### src/rtl/fetch_queue_pkg.sv
`default_nettype none
// ============================================================================
// Module   : fetch_queue_pkg
// Purpose  : Shared types and constants for the instruction fetch queue.
//            - word_t        : 32-bit machine word
//            - fetch_entry_t : one queued fetch {instr, pc, npc}
//            - fqstate_t     : fetch control state
//            - HALT_INSTR    : encoding that stops further fetching
// Revision : 1.0  initial release
// ============================================================================
package fetch_queue_pkg;

    typedef logic [31:0] word_t;

    typedef struct packed {
        word_t instr;
        word_t pc;
        word_t npc;
    } fetch_entry_t;

    typedef enum logic [1:0] {
        IDLE   = 2'd0,
        FETCH  = 2'd1,
        HALTED = 2'd2
    } fqstate_t;

    localparam word_t HALT_INSTR = 32'hFFFF_FFFF;

endpackage : fetch_queue_pkg
`default_nettype wire

### src/rtl/fetch_queue.sv
`default_nettype none
// ============================================================================
// Module   : fetch_queue
// Purpose  : Instruction fetch buffer between the pc stage / icache and the
//            decode stage. Captures {imemload, imemaddr, rtn_addr} into a
//            small FIFO, throttles pc advance on free space, discards the
//            queue on a redirect flush and stops fetching after a HALT word.
// Ports    :
//   CLK         in   clock
//   nRST        in   asynchronous active-low reset
//   imemaddr    in   current pc
//   rtn_addr    in   pc+4
//   ihit        in   imemload valid for imemaddr this cycle
//   imemload    in   instruction word from icache
//   imemREN     out  instruction read request
//   pc_advance  out  pc may update at this edge
//   flush       in   redirect; discard queue contents
//   dec_ready   in   decode consumes head entry this cycle
//   dec_valid   out  head entry valid
//   dec_instr   out  head instruction
//   dec_pc      out  head pc
//   dec_npc     out  head pc+4
//   count       out  number of occupied entries
// Revision : 1.0  initial release
// ============================================================================
module fetch_queue
    import fetch_queue_pkg::*;
#(
    parameter int DEPTH = 2
) (
    input  logic                     CLK,
    input  logic                     nRST,
    input  logic [31:0]              imemaddr,
    input  logic [31:0]              rtn_addr,
    input  logic                     ihit,
    input  logic [31:0]              imemload,
    output logic                     imemREN,
    output logic                     pc_advance,
    input  logic                     flush,
    input  logic                     dec_ready,
    output logic                     dec_valid,
    output logic [31:0]              dec_instr,
    output logic [31:0]              dec_pc,
    output logic [31:0]              dec_npc,
    output logic [$clog2(DEPTH):0]   count
);

    localparam int PTR_W = $clog2(DEPTH);
    localparam int CNT_W = PTR_W + 1;

    fqstate_t            state_q, state_d;
    logic [PTR_W-1:0]    head_q,  head_d;
    logic [PTR_W-1:0]    tail_q,  tail_d;
    logic [CNT_W-1:0]    count_q, count_d;
    fetch_entry_t        mem_q [DEPTH];
    fetch_entry_t        mem_d [DEPTH];

    logic                fetching;
    logic                deq;
    logic                enq;
    fetch_entry_t        head_entry;

    // ------------------------------------------------------------------
    // Handshake decode. flush masks both enq and deq so a redirect wins
    // over everything else happening in the same cycle.
    // ------------------------------------------------------------------
    always_comb begin
        fetching   = (state_q == FETCH);
        head_entry = mem_q[head_q];
        dec_valid  = (count_q != '0);
        deq        = dec_valid & dec_ready & ~flush;
        // A full queue may still accept when the head leaves this cycle.
        enq        = fetching & ihit & ~flush &
                     ((count_q < CNT_W'(DEPTH)) | deq);
        imemREN    = fetching & ~flush;
        pc_advance = enq | flush;
        dec_instr  = head_entry.instr;
        dec_pc     = head_entry.pc;
        dec_npc    = head_entry.npc;
        count      = count_q;
    end

    // ------------------------------------------------------------------
    // Next-state: pointers, occupancy, storage and control state.
    // ------------------------------------------------------------------
    always_comb begin
        head_d  = head_q;
        tail_d  = tail_q;
        count_d = count_q;
        mem_d   = mem_q;
        state_d = state_q;

        if (flush) begin
            head_d  = '0;
            tail_d  = '0;
            count_d = '0;
        end else begin
            if (deq) begin
                head_d = head_q + 1'b1;
            end
            if (enq) begin
                mem_d[tail_q] = '{instr: imemload, pc: imemaddr, npc: rtn_addr};
                tail_d        = tail_q + 1'b1;
            end
            unique case ({enq, deq})
                2'b10:   count_d = count_q + 1'b1;
                2'b01:   count_d = count_q - 1'b1;
                default: count_d = count_q;
            endcase
        end

        unique case (state_q)
            IDLE: begin
                state_d = FETCH;
            end
            FETCH: begin
                if (enq && (imemload == HALT_INSTR)) begin
                    state_d = HALTED;
                end
            end
            HALTED: begin
                // The halt was fetched down a path that has now been squashed.
                if (flush) begin
                    state_d = FETCH;
                end
            end
            default: begin
                state_d = IDLE;
            end
        endcase
    end

    always_ff @(posedge CLK or negedge nRST) begin
        if (!nRST) begin
            state_q <= IDLE;
            head_q  <= '0;
            tail_q  <= '0;
            count_q <= '0;
            for (int i = 0; i < DEPTH; i++) begin
                mem_q[i] <= '0;
            end
        end else begin
            state_q <= state_d;
            head_q  <= head_d;
            tail_q  <= tail_d;
            count_q <= count_d;
            for (int i = 0; i < DEPTH; i++) begin
                mem_q[i] <= mem_d[i];
            end
        end
    end

endmodule : fetch_queue
`default_nettype wire

### config.mk
export PLATFORM = sky130hd
export DESIGN_NAME = fetch_queue
export DESIGN_NICKNAME = d
export VERILOG_FILES = /design/src/rtl/fetch_queue_pkg.sv /design/src/rtl/fetch_queue.sv
export SDC_FILE = /design/constraint.sdc
export NUM_CORES = 1
export LEC_CHECK = 0
export ABC_AREA = 0
export CORE_UTILIZATION = 54
export CTS_CLUSTER_DIAMETER = 200
export DETAILED_ROUTE_END_ITERATION = 10
export HOLD_SLACK_MARGIN = 0.15
export PLACE_DENSITY_LB_ADDON = 0.12
export SYNTH_ARGS = -nofsm -noshare
export SYNTH_HDL_FRONTEND = slang
export SYNTH_SLANG_ARGS = --single-unit
### constraint.sdc
create_clock -name CLK -period 4.1 [get_ports CLK]
set_clock_uncertainty 0.05 [all_clocks]
set_input_delay 1.025 -clock CLK [delete_from_list [all_inputs] [get_ports CLK]]
set_output_delay 1.025 -clock CLK [all_outputs]
set_load 0.05 [all_outputs]
==> impl_metrics.py <==
metrics = {
    "setup_path": {
        "worstPathArrival_ns": 2.65,
        "path_class": "register to output pin",
        "crit_required_ns": 3.02,
        "cp_max_fo": 30,
        "cp-start-kind": "register",
        "critPathCaptureType": "output pin",
    },
    "timing": {
        "timing.final.crit_period_ns": 3.73,
        "fin_crit_sh_pct": 91.0,
        "layout_setup_ws_ns": 0.370,
        "finalSetupViolCount": 0,
        "rsz0062_at_grt": "no",
        "fmax_mhz": 268,
        "setup-tns-final_ns": 0,
        "worst_pin_slew_ns": 0.750,
        "finalHoldViolations": 0,
        "slew_headroom_pct": 50.0,
        "slew_viol_final": 0,
    },
    "floorplanning": {
        "io_pins": 202,
        "initial_utilization_pct": 56.0,
        "die_w_um": 128,
        "die_h_um": 128,
        "die_area_sq_um": 16500,
        "rows": 45,
        "fp.coreArea_sq_um": 15400,
    },
    "cts": {
        "ctsHtreeMaxLevel": 4,
        "cts-root-buf": "clkbuf_16",
        "holdBufCountCts": 0,
        "cts_resized": 0,
        "numCtsBuffers": 17,
        "clk_pin_slew_worst_paths_ns": 0.06,
        "cts_buffer_depth": 2,
        "clock-sinks": 198,
        "clkLatencyLatePin_ns": 0.42,
        "post-cts-setup-buffers": 0,
        "cts_tree": "built",
    },
    "min_path": {
        "min_path_type": "register to register",
    },
    "yosys": {
        "syn-num-nets": 655,
        "synth.top_cell.area_share_pct": 57.5,
        "yosysMostFrequentCell": "mux2_2",
        "yosys-top-cells-count": "mux2_2 (219), dfrtp_1 (198), mux2_1 (69)",
        "yosysUniqueCellTypes": 29,
        "synth-seq-cells": 198,
        "ys_warn_count": 0,
        "ys.flop_type": "dfrtp_1",
        "synth_area_leader_cell": "dfrtp_1",
        "synth.area.top_cells": "dfrtp_1 (58%), mux2_2 (29%), mux2_1 (9.0%)",
        "seq_area_frac_synth_pct": 57.5,
        "synth-async-reset-ratio_pct": 100,
        "postSynthAreaPerCell_sq_um": 15.5,
        "synthesis.area_sq_um": 8610,
        "synth_edf_count": 0,
        "synthCells": 554,
    },
    "route": {
        "vias_per_cell": 5.43,
        "totalWireLength_mm": 18.2,
        "first_pass_iters": 4,
        "routedWlPerCell_um": 18.6,
        "num_vias": 5313,
        "drc": 0,
        "ant_nets": 0,
        "drt_iter0_drc": 172,
    },
    "global_routing": {
        "grt_usage_pct": 23.8,
        "grt_max_degree": 96,
        "antenna_found_initial": 0,
        "grt_overflow": 0,
        "grt_pass1_wl_mm": 30.0,
        "grt_pass1_vias": 5945,
    },
    "run": {
        "drv_cap": 0,
    },
    "place": {
        "finalWeightedCongestion": 0.773,
        "dp_slack_ns": 0.698,
        "port_buffers": 201,
        "dp_hpwl_mm": 12.4,
    },
    "finish": {
        "num-fill-cells": 983,
        "syn_to_final_growth_pct": 33.3,
        "antenna_cells": 0,
        "drive_above_1_share_pct": 35.3,
        "finalNetCount": 856,
    },
    "power_and_ir_drop": {
        "peakVddDrop_v": 0.000316,
        "p_total_mw": 6.30,
        "cellLeakagePower_nw": 4.78,
        "power_density_nw_per_um2": 549,
    },
    "outcome": {
        "status": "complete, no violations",
    },
}
## flip-flops by register name, summed over array words and instances (netlist names)
name / flops
count: 2
state_q: 2
mem_q: 192
tail_q: 1
head_q: 1
## cell usage in the layout, fill, tap and decap left out
| master | n |
|---|---|
| a21boi_0 | 1 |
| a21oi_1 | 2 |
| a221oi_1 | 1 |
| a31o_2 | 1 |
| and4_1 | 1 |
| buf_12 | 4 |
| buf_4 | 11 |
| bufinv_16 | 2 |
| clkbuf_1 | 2 |
| clkbuf_16 | 17 |
| clkbuf_8 | 3 |
| clkdlybuf4s50_1 | 198 |
| clkinv_2 | 2 |
| clkinv_4 | 3 |
| clkinvlp_4 | 4 |
| dfrtp_1 | 197 |
| dfrtp_4 | 1 |
| inv_1 | 1 |
| mux2_1 | 69 |
| mux2_2 | 219 |
| nand2b_1 | 4 |
| nand3_1 | 1 |
| nand4_1 | 8 |
| nand4_4 | 2 |
| nor2_1 | 1 |
| nor2b_1 | 2 |
| nor3_1 | 1 |
| nor3b_4 | 1 |
| o211ai_1 | 1 |
| o21ai_0 | 2 |
| o31a_1 | 1 |
| o32ai_1 | 1 |
| or2_2 | 1 |
| or4_1 | 2 |
| xor2_1 | 1 |
## cell type report
type	count	area, sq um	share of cell area (%)
Timing Repair Buffer	214	2160	18.8
Inverter	1	3.75	0.0327
Sequential cell	198	4960	43.2
Tap cell	211	264	2.30
Clock inverter	11	126	1.10
Multi-Input combinational cell	323	3510	30.6
Clock buffer	21	460	4.01
## path summary, 6_finish.rpt
check,slack [ns],from,end,depth (start not counted)
min,0.44,mem_q[55]$_DFFE_PN0P_,mem_q[55]$_DFFE_PN0P_,1
max reg2reg,2.01,state_q[1]$_DFFE_PN0P_,mem_q[59]$_DFFE_PN0P_,5
max in group asynchronous,2.46,nRST,mem_q[188]$_DFFE_PN0P_,2
max,0.37,head_q$_DFFE_PN0P_,dec_npc[27],3
min reg2reg,0.44,mem_q[55]$_DFFE_PN0P_,mem_q[55]$_DFFE_PN0P_,1
min in group asynchronous,0.63,nRST,mem_q[32]$_DFFE_PN0P_,1
## routing by layer
layer | up-vias | share of wire, % | global-route usage (%)
met2 | 150 | 51 | 41.5
met5 | - | 0 | 0
li1 | 2407 | - | -
met1 | 2735 | 41 | 28.3
met3 | 21 | 6.1 | 7.10
met4 | 0 | 1.8 | 7.34
## stage by stage
stage               utilization, %  hold slack, ns  area, sq um  cells
global placement              70.9           0.418        10900    947
CTS                           74.7           0.444        11500    979
global route                  74.7           0.451        11500    979
detailed placement            70.9           0.426        10900    947
finish                        74.7           0.438        11500    979
floorplan                        -           0.394         8610    554
## worst max-delay path: stages (launching register included)
cell	delay, ns
dfrtp_4	0.71
buf_4	0.39
mux2_2	0.39
clkdlybuf4s50_1	0.73
## power breakdown
part | total, mW | switching [mW] | internal, mW
Sequential | 2.62 | 0.220 | 2.40
Combinational | 2.05 | 1.14 | 0.906
Clock | 1.63 | 0.696 | 0.932
Total | 6.30 | 2.06 | 4.24
## kinds of logic (layout without fill, tap and decap cells)
kind of cell              count (synthesis)  after routing  synth area share, %
and+or+nand+nor                          24             24                 2.03
xor gates and xnor gates                  1              1                0.102
buffers and inverters                    33            247                 1.89
DFF                                     198            198                 57.5
muxes                                   288            288                 37.6
AOI/OAI and AO/OA                        10             10                0.814
Note: power is estimated with default switching activity, not from simulation.
